$ cat src/rtl/csr_file_if.sv
// Pipeline-side interface of the machine-mode CSR file: read port, writeback
// commit, retire/trap/mret events, and the registered redirect back to fetch.
interface csr_file_if;
  logic [11:0] ra;
  logic [63:0] rd;
  logic        wvalid;
  logic [11:0] wa;
  logic [63:0] wd;
  logic        retire;
  logic        trap_valid;
  logic [63:0] trap_cause;
  logic [63:0] trap_pc;
  logic [63:0] trap_tval;
  logic        mret;
  logic        redirect_valid;
  logic [63:0] redirect_pc;
  logic [1:0]  mode;

  modport master (
    output ra, wvalid, wa, wd, retire, trap_valid, trap_cause, trap_pc, trap_tval, mret,
    input  rd, redirect_valid, redirect_pc, mode
  );

  modport slave (
    input  ra, wvalid, wa, wd, retire, trap_valid, trap_cause, trap_pc, trap_tval, mret,
    output rd, redirect_valid, redirect_pc, mode
  );
endinterface

$ cat src/rtl/csr_file.sv
// Machine-mode CSR register file: operand read for the CSR ALU, writeback commit,
// mcycle/minstret counters, trap entry and mret return with a one-cycle redirect.
module csr_file #(
  parameter logic [63:0] MTVEC_RESET = 64'h0
) (
  input logic       clk,
  input logic       reset,
  csr_file_if.slave bus
);

  localparam logic [11:0] CSR_MSTATUS  = 12'h300;
  localparam logic [11:0] CSR_MIE      = 12'h304;
  localparam logic [11:0] CSR_MTVEC    = 12'h305;
  localparam logic [11:0] CSR_MSCRATCH = 12'h340;
  localparam logic [11:0] CSR_MEPC     = 12'h341;
  localparam logic [11:0] CSR_MCAUSE   = 12'h342;
  localparam logic [11:0] CSR_MTVAL    = 12'h343;
  localparam logic [11:0] CSR_MIP      = 12'h344;
  localparam logic [11:0] CSR_MCYCLE   = 12'hB00;
  localparam logic [11:0] CSR_MINSTRET = 12'hB02;
  localparam logic [11:0] CSR_MHARTID  = 12'hF14;

  localparam logic [1:0] PRIV_M = 2'b11;

  logic        st_mie_q, st_mie_d;
  logic        st_mpie_q, st_mpie_d;
  logic [1:0]  st_mpp_q, st_mpp_d;
  logic [63:0] mie_q, mie_d;
  logic [63:0] mip_q, mip_d;
  logic [63:0] mscratch_q, mscratch_d;
  logic [63:0] mcause_q, mcause_d;
  logic [63:0] mtval_q, mtval_d;
  logic [63:0] mtvec_q, mtvec_d;
  logic [63:0] mepc_q, mepc_d;
  logic [63:0] mcycle_q, mcycle_d;
  logic [63:0] minstret_q, minstret_d;
  logic [1:0]  mode_q, mode_d;
  logic        redirect_valid_q, redirect_valid_d;
  logic [63:0] redirect_pc_q, redirect_pc_d;

  logic [63:0] mstatus_val;
  logic        do_mret;
  logic        do_write;

  // Only MIE, MPIE and MPP exist; every other mstatus bit is hardwired to 0.
  assign mstatus_val = {51'b0, st_mpp_q, 3'b0, st_mpie_q, 3'b0, st_mie_q, 3'b0};

  assign do_mret  = bus.mret & ~bus.trap_valid;
  assign do_write = bus.wvalid & ~bus.trap_valid & ~bus.mret;

  always_comb begin
    bus.rd = 64'h0;
    unique case (bus.ra)
      CSR_MSTATUS:  bus.rd = mstatus_val;
      CSR_MIE:      bus.rd = mie_q;
      CSR_MTVEC:    bus.rd = mtvec_q;
      CSR_MSCRATCH: bus.rd = mscratch_q;
      CSR_MEPC:     bus.rd = mepc_q;
      CSR_MCAUSE:   bus.rd = mcause_q;
      CSR_MTVAL:    bus.rd = mtval_q;
      CSR_MIP:      bus.rd = mip_q;
      CSR_MCYCLE:   bus.rd = mcycle_q;
      CSR_MINSTRET: bus.rd = minstret_q;
      CSR_MHARTID:  bus.rd = 64'h0;
      default:      bus.rd = 64'h0;
    endcase
  end

  always_comb begin
    // NOTE: every _d gets a default before any branch so no path can infer a latch.
    st_mie_d         = st_mie_q;
    st_mpie_d        = st_mpie_q;
    st_mpp_d         = st_mpp_q;
    mie_d            = mie_q;
    mip_d            = mip_q;
    mscratch_d       = mscratch_q;
    mcause_d         = mcause_q;
    mtval_d          = mtval_q;
    mtvec_d          = mtvec_q;
    mepc_d           = mepc_q;
    mode_d           = mode_q;
    mcycle_d         = mcycle_q + 64'd1;
    minstret_d       = minstret_q + {63'b0, bus.retire};
    redirect_valid_d = 1'b0;
    redirect_pc_d    = redirect_pc_q;

    if (bus.trap_valid) begin
      mepc_d           = bus.trap_pc & ~64'h1;
      mcause_d         = bus.trap_cause;
      mtval_d          = bus.trap_tval;
      st_mpie_d        = st_mie_q;
      st_mie_d         = 1'b0;
      st_mpp_d         = mode_q;
      mode_d           = PRIV_M;
      redirect_valid_d = 1'b1;
      redirect_pc_d    = mtvec_q & ~64'h3;
    end else if (do_mret) begin
      mode_d           = st_mpp_q;
      st_mie_d         = st_mpie_q;
      st_mpie_d        = 1'b1;
      st_mpp_d         = 2'b00;
      redirect_valid_d = 1'b1;
      redirect_pc_d    = mepc_q;
    end else if (do_write) begin
      // A counter write replaces that cycle's increment outright.
      unique case (bus.wa)
        CSR_MSTATUS: begin
          st_mie_d  = bus.wd[3];
          st_mpie_d = bus.wd[7];
          st_mpp_d  = bus.wd[12:11];
        end
        CSR_MIE:      mie_d      = bus.wd;
        CSR_MTVEC:    mtvec_d    = bus.wd;
        CSR_MSCRATCH: mscratch_d = bus.wd;
        CSR_MEPC:     mepc_d     = bus.wd & ~64'h1;
        CSR_MCAUSE:   mcause_d   = bus.wd;
        CSR_MTVAL:    mtval_d    = bus.wd;
        CSR_MIP:      mip_d      = bus.wd;
        CSR_MCYCLE:   mcycle_d   = bus.wd;
        CSR_MINSTRET: minstret_d = bus.wd;
        default: ;
      endcase
    end
  end

  // NOTE: sequential state uses non-blocking assignments so all flops sample together.
  always_ff @(posedge clk or posedge reset) begin
    if (reset) begin
      st_mie_q         <= 1'b0;
      st_mpie_q        <= 1'b0;
      st_mpp_q         <= 2'b00;
      mie_q            <= 64'h0;
      mip_q            <= 64'h0;
      mscratch_q       <= 64'h0;
      mcause_q         <= 64'h0;
      mtval_q          <= 64'h0;
      mtvec_q          <= MTVEC_RESET;
      mepc_q           <= 64'h0;
      mcycle_q         <= 64'h0;
      minstret_q       <= 64'h0;
      mode_q           <= PRIV_M;
      redirect_valid_q <= 1'b0;
      redirect_pc_q    <= 64'h0;
    end else begin
      st_mie_q         <= st_mie_d;
      st_mpie_q        <= st_mpie_d;
      st_mpp_q         <= st_mpp_d;
      mie_q            <= mie_d;
      mip_q            <= mip_d;
      mscratch_q       <= mscratch_d;
      mcause_q         <= mcause_d;
      mtval_q          <= mtval_d;
      mtvec_q          <= mtvec_d;
      mepc_q           <= mepc_d;
      mcycle_q         <= mcycle_d;
      minstret_q       <= minstret_d;
      mode_q           <= mode_d;
      redirect_valid_q <= redirect_valid_d;
      redirect_pc_q    <= redirect_pc_d;
    end
  end

  assign bus.redirect_valid = redirect_valid_q;
  assign bus.redirect_pc    = redirect_pc_q;
  assign bus.mode           = mode_q;

endmodule

$ cat src/flat_wrapper.sv
// flat-port wrapper written by rule: the top's interface ports become plain ports
module csr_file_flat 
#(
  parameter logic [63:0] MTVEC_RESET = 64'h0
)
  (clk, reset, bus_ra, bus_wvalid, bus_wa, bus_wd, bus_retire, bus_trap_valid, bus_trap_cause, bus_trap_pc, bus_trap_tval, bus_mret, bus_rd, bus_redirect_valid, bus_redirect_pc, bus_mode);
  csr_file_if bus_i ();
  input logic clk;
  input logic reset;
  input wire logic [$bits(bus_i.ra)-1:0] bus_ra;
  input wire logic [$bits(bus_i.wvalid)-1:0] bus_wvalid;
  input wire logic [$bits(bus_i.wa)-1:0] bus_wa;
  input wire logic [$bits(bus_i.wd)-1:0] bus_wd;
  input wire logic [$bits(bus_i.retire)-1:0] bus_retire;
  input wire logic [$bits(bus_i.trap_valid)-1:0] bus_trap_valid;
  input wire logic [$bits(bus_i.trap_cause)-1:0] bus_trap_cause;
  input wire logic [$bits(bus_i.trap_pc)-1:0] bus_trap_pc;
  input wire logic [$bits(bus_i.trap_tval)-1:0] bus_trap_tval;
  input wire logic [$bits(bus_i.mret)-1:0] bus_mret;
  output wire logic [$bits(bus_i.rd)-1:0] bus_rd;
  output wire logic [$bits(bus_i.redirect_valid)-1:0] bus_redirect_valid;
  output wire logic [$bits(bus_i.redirect_pc)-1:0] bus_redirect_pc;
  output wire logic [$bits(bus_i.mode)-1:0] bus_mode;
  assign bus_i.ra = bus_ra;
  assign bus_i.wvalid = bus_wvalid;
  assign bus_i.wa = bus_wa;
  assign bus_i.wd = bus_wd;
  assign bus_i.retire = bus_retire;
  assign bus_i.trap_valid = bus_trap_valid;
  assign bus_i.trap_cause = bus_trap_cause;
  assign bus_i.trap_pc = bus_trap_pc;
  assign bus_i.trap_tval = bus_trap_tval;
  assign bus_i.mret = bus_mret;
  assign bus_rd = bus_i.rd;
  assign bus_redirect_valid = bus_i.redirect_valid;
  assign bus_redirect_pc = bus_i.redirect_pc;
  assign bus_mode = bus_i.mode;
  csr_file #(.MTVEC_RESET(MTVEC_RESET)) u_core (.clk(clk), .reset(reset), .bus(bus_i));
endmodule
$ cat config.mk
export PLATFORM = sky130hd
export DESIGN_NAME = csr_file_flat
export DESIGN_NICKNAME = d
export VERILOG_FILES = /design/src/rtl/csr_file_if.sv /design/src/rtl/csr_file.sv /design/src/flat_wrapper.sv
export SDC_FILE = /design/constraint.sdc
export NUM_CORES = 2
export LEC_CHECK = 0
export ABC_AREA = 0
export CORE_UTILIZATION = 56
export CTS_CLUSTER_SIZE = 14
export DETAILED_ROUTE_END_ITERATION = 8
export PLACE_DENSITY = 0.77
export SLEW_MARGIN = 40
export SYNTH_ARGS = -nofsm -noshare
export SYNTH_HDL_FRONTEND = slang
export SYNTH_SLANG_ARGS = --single-unit
$ cat constraint.sdc
create_clock -name clk -period 27.9 [get_ports clk]
set_input_delay 5.58 -clock clk [delete_from_list [all_inputs] [get_ports clk]]
set_output_delay 5.58 -clock clk [all_outputs]
set_load 0.1 [all_outputs]
# ---- After elaboration in Yosys (flattened, before gate mapping)
# Cells that the tools add are included.
dict set report totals {
  regBits 647
  in_bits 286
}
dict set report classes {
  addsub 2
  eq_ne 21
  mux 39
  bitwise 6
  reduce_logical 15
}
# operator n
set ops {}
lappend ops {{$mux W64} 22}
lappend ops {{$pmux W64 S10} 1}
lappend ops {{$eq A12 B10 Y1 const B} 16}
lappend ops {{$add A64 B1 Y64} 1}
lappend ops {{$add A64 B1 Y64 const B} 1}
lappend ops {{$eq A12 B12 Y1 const B} 4}
lappend ops {{$reduce_and A4 Y1} 4}
lappend ops {{$mux W2} 6}
lappend ops {{$mux W1} 10}
lappend ops {{$reduce_bool A2 Y1} 5}
lappend ops {{$reduce_and A3 Y1} 3}
lappend ops {{$reduce_bool A3 Y1} 2}
lappend ops {{$and A1 B1 Y1} 3}
lappend ops {{$not A1 Y1} 3}
lappend ops {{$ne A2 B2 Y1 const B} 1}
lappend ops {{$reduce_and A2 Y1} 1}

# ---- Logic depth before layout (Yosys ltp)
dict set report depth {
  depth_word 6
  mapped_depth 9
  depth_no_buf 6
}

# ---- Worst setup path after synthesis
# No wires, ideal clock.
dict set report synth_path {
  kind {input to output}
  startpoint {input port bus_ra[0]}
  endpoint {output port bus_rd[3]}
  arrival_ps 8064
  t_required_ps 22320
  setup_slack_ps 14256
  cell_stages 4
  n_path_buf 1
  path_cell_list {nor3_1 -> nand4_1 -> clkbuf_1 -> o2111ai_1}
}
dict set report synth_via {
  elab_chain_cells 2
  word_cells_on_any_way 11
  cone_classes {eq/ne (10); mux (1)}
}
# element line_no
set synth_lines {}
lappend synth_lines {{start: declaration} flat_wrapper.sv:10} ;# input wire logic [$bits(bus_i.ra)-1:0] bus_ra;
lappend synth_lines {{$eq A12 B12 Y1 / $eq A12 B10 Y1 (equally long branches)} csr_file.sv:53} ;# unique case (bus.ra)
lappend synth_lines {{$pmux W64 S10 *} csr_file.sv:53}
lappend synth_lines {{end: declaration} flat_wrapper.sv:20} ;# output wire logic [$bits(bus_i.rd)-1:0] bus_rd;
# Mark *: on every way between the ends. The rest lies on a longest branch, timed or not.

# ---- Final worst setup path
dict set report layout_path {
  startpoint {input port bus_ra[5]}
  endpoint {output port bus_rd[21]}
}
# The elaborated chain is that of the path after synthesis.

==> summary.md <==
| Metric | Value |
|---|---|
| Status | finished with violations |
| Failing checks | design-rule violations |
| FFs w/ async S/R, synth | 1.00 |
| Sequential area share after synthesis | 0.492 |
| CTS Hold Buffers Added | 0 |
| I/O Buffers | 414 |
| Max clock buf depth | 3 |
| Unrepaired setup endpoints after global routing | no |
| Max stage delay cell, worst path | nor2_4 |
| Fillers | 4419 |
| Drt wl/cell | 24.0 µm |
| First-pass GRT wire length | 155000 µm |
| Crit path max fanout | 32 |
| DIE AREA | 59500 µm² |
| Layout cells sized above 1 | 0.190 |
| Critical Path AT | 9.10 ns |
| Hold Path Class | register to register |
| CTS tree | built |
| Final hold violations | 0 |
| Worst IR Drop VDD | 0.0366 mV |
| Clock sink total | 645 |
| GRT Util Overall | 0.334 |
| H-tree levels | 3 |
| CP endpoint kind | output pin |
| Min Hold Slack | 0.491 ns |
| Worst skew pair latency | 0.61 ns |
| DRC viols | 1 |
| Synthesis-to-layout area growth | 19.6% |
| Die height | 244 µm |
| Most common cell after layout, fill and taps aside | dfrtp_1 |
| Register bit total from synthesis | 645 |
| Post-CTS setup buffer count | 0 |
| Post-synthesis cell count | 3119 |
| Vias | 26800 |
| Unique cell type count in the Yosys netlist | 73 |
| Setup Skew | 0.0170 ns |
| CP bufs+invs | 3 |
| Hpwl dp | 65500 µm |
| Post-synth top flop | dfrtp_1 |
| Maximum number of pins on one net before global-route repair | 224 |
| Mapped Avg Cell Area | 10.5 µm² |
| Routability congestion estimate | 0.936 |
| Critical-path cell list | clkdlybuf4s50_1 > nor4b_2 > nand4_1 > nor2_4 > buf_4 > a222oi_1 > nand3_1 > buf_2 |
| Syn Nets | 3408 |
| Setup TNS | 0 ns |
| Post-cts sizing count | 0 |
| Fin cells | 4205 |
| Worst-Margin Slew | 0.861 ns |
| Vias per inst | 6.37 |
| Number of nets still failing antenna checks after routing | 0 |
| Die W | 244 µm |
| Synthesized cell area | 32800 µm² |
| CTS root buffer | clkbuf_16 |
| Dpl cells | 4074 |
| Most frequent cells in the layout | dfrtp_1, nand2_1, mux2_2 |
| Fin nets | 3676 |
| Worst setup SP type | input port |
| Initial Util | 0.567 |
| Iter 0 DRT Violations | 2659 |
| Data required time of the critical path | 22.32 ns |
| Final-report setup violation count | 0 |
| # IOs | 417 |
| GRT overflow | 0 |
| Drt total wl | 101000 µm |
| P_leak | 17.6 nW |
| Slew HR | 0.424 |
| Initial antenna violation count | 8 |
| Num CTS Buffers | 70 |
| Rows | 88 |
| Max Slew Vio Count | 0 |
| Synth Warn # | 0 |
| Core Footprint | 57800 µm² |
| First-pass DRT Iterations | 9 |
| Delay-heaviest family, CP | simple AND/OR/NAND/NOR gates |
| Final period util | 0.526 |
| Power Density | 55.6 nW/µm² |
| Post-synth EDFFs | 0 |
| Max Clk Rate | 68.1 MHz |
| Tmin final | 14.68 ns |
| CP peak stage delay | 0.59 ns |
| Max-cap violations | 0 |
| Vias in the first global route | 27200 |
| Crit Path Category | input port to output pin |
| CTS clock-pin slew for the worst setup and hold paths | 0.06 ns |
[synthesized netlist by cell type, drive strengths merged, types with 15 or more instances]
library cell	number	area, µm²
dfrtp	643	16100
nand2	409	1540
mux2	309	3480
mux2i	299	2990
o21ai	293	1470
clkbuf	213	800
nor2	124	473
nand3	113	571
a222oi	86	861
a21oi	66	330
buf	64	320
nand4	51	355
xnor2	49	429
xor2	38	333
nor4	36	295
a221oi	35	307
o2bb2ai	33	289
a31oi	32	200
or4	29	220
nor3	26	166
o31ai	21	158
inv	20	75.1
and4	18	158
and3	15	93.8
or3	15	100
[routing by layer]
layer / up-vias / global-route usage / routed length, µm
met1: 13500 / 0.436 / 40300
li1: 11900 / - / -
met3: 239 / 0.0570 / 6940
met2: 1138 / 0.553 / 49900
met5: - / 0 / 41
met4: 6 / 0.137 / 3570
[cells by family after synthesis]
kind of cell    synth area share
fa+ha+maj                0.00114
flops                      0.492
simple gates               0.132
mux                        0.197
compound gates             0.117
xor+xnor                  0.0232
other cells             0.000114
buf+inv                   0.0364
[layout make-up]
type,instances,area (µm²),share of cell area
sequential,645,16100,0.412
multi-input combinational,2177,15600,0.397
timing repair buffer,473,4130,0.105
clock buffer,104,2110,0.0539
tap,765,957,0.0244
clock inverter,16,208,0.00530
inverter,20,87.6,0.00223
antenna,5,12.5,0.000319
[path summary, 6_finish.rpt]
check / startpoint / end / slack, ns / depth (start not counted)
max: bus_ra[5] / bus_rd[21] / 13.22 / 8
max in group asynchronous: reset / u_core.mepc_q[23] / 19.65 / 7
max reg2reg: u_core.mcycle_q[0] / u_core.mcycle_q[58] / 24.99 / 6
min in group asynchronous: reset / u_core.bus.redirect_pc[53] / 5.39 / 2
min: u_core.mie_q[3] / u_core.mie_q[3] / 0.49 / 1
min reg2reg: u_core.mie_q[3] / u_core.mie_q[3] / 0.49 / 1
[worst reg2reg max path: cells and delay by family (launching register included)]
family                     cells  cell delay (ns)
AOI/OAI and AO/OA              1             0.18
and+or+nand+nor                4             1.97
DFF                            1             0.46
adders and majority gates      1             0.22
[where the power goes]
part / switching (mW) / internal, mW / total, mW / leakage [nW]
clock network: 0.377 / 0.568 / 0.945 / 1.15
logic: 0.142 / 0.0827 / 0.225 / 7.97
registers: 0.0365 / 0.976 / 1.01 / 8.51
total: 0.556 / 1.63 / 2.18 / 17.6
[state kept, by name, indices dropped and copies added, names as in the netlist]
signal and count:
u_core.minstret_q 64, u_core.mie_q 64, u_core.st_mpp_q 2, u_core.st_mie_q 1, u_core.bus.redirect_pc 63, u_core.mscratch_q 64, u_core.mtvec_q 64, u_core.mcause_q 64
u_core.mtval_q 64, u_core.mepc_q 63, u_core.st_mpie_q 1, u_core.bus.redirect_valid 1, u_core.mip_q 64, u_core.bus.mode 2, u_core.mcycle_q 64
[per-stage QoR]
| step | setup slack, ns | instance area (µm²) | utilization | total power [mW] |
|---|---|---|---|---|
| floorplan | 4.25 | 32800 | - | 1.16 |
| global placement | 12.22 | 37200 | 0.644 | 1.25 |
| detailed placement | 13.29 | 36700 | 0.636 | 1.25 |
| CTS | 13.28 | 39100 | 0.676 | 2.19 |
| global route | 13.09 | 39200 | 0.679 | 2.25 |
| finish | 13.22 | 39200 | 0.679 | 2.18 |
(Power assumes the default switching activity.)
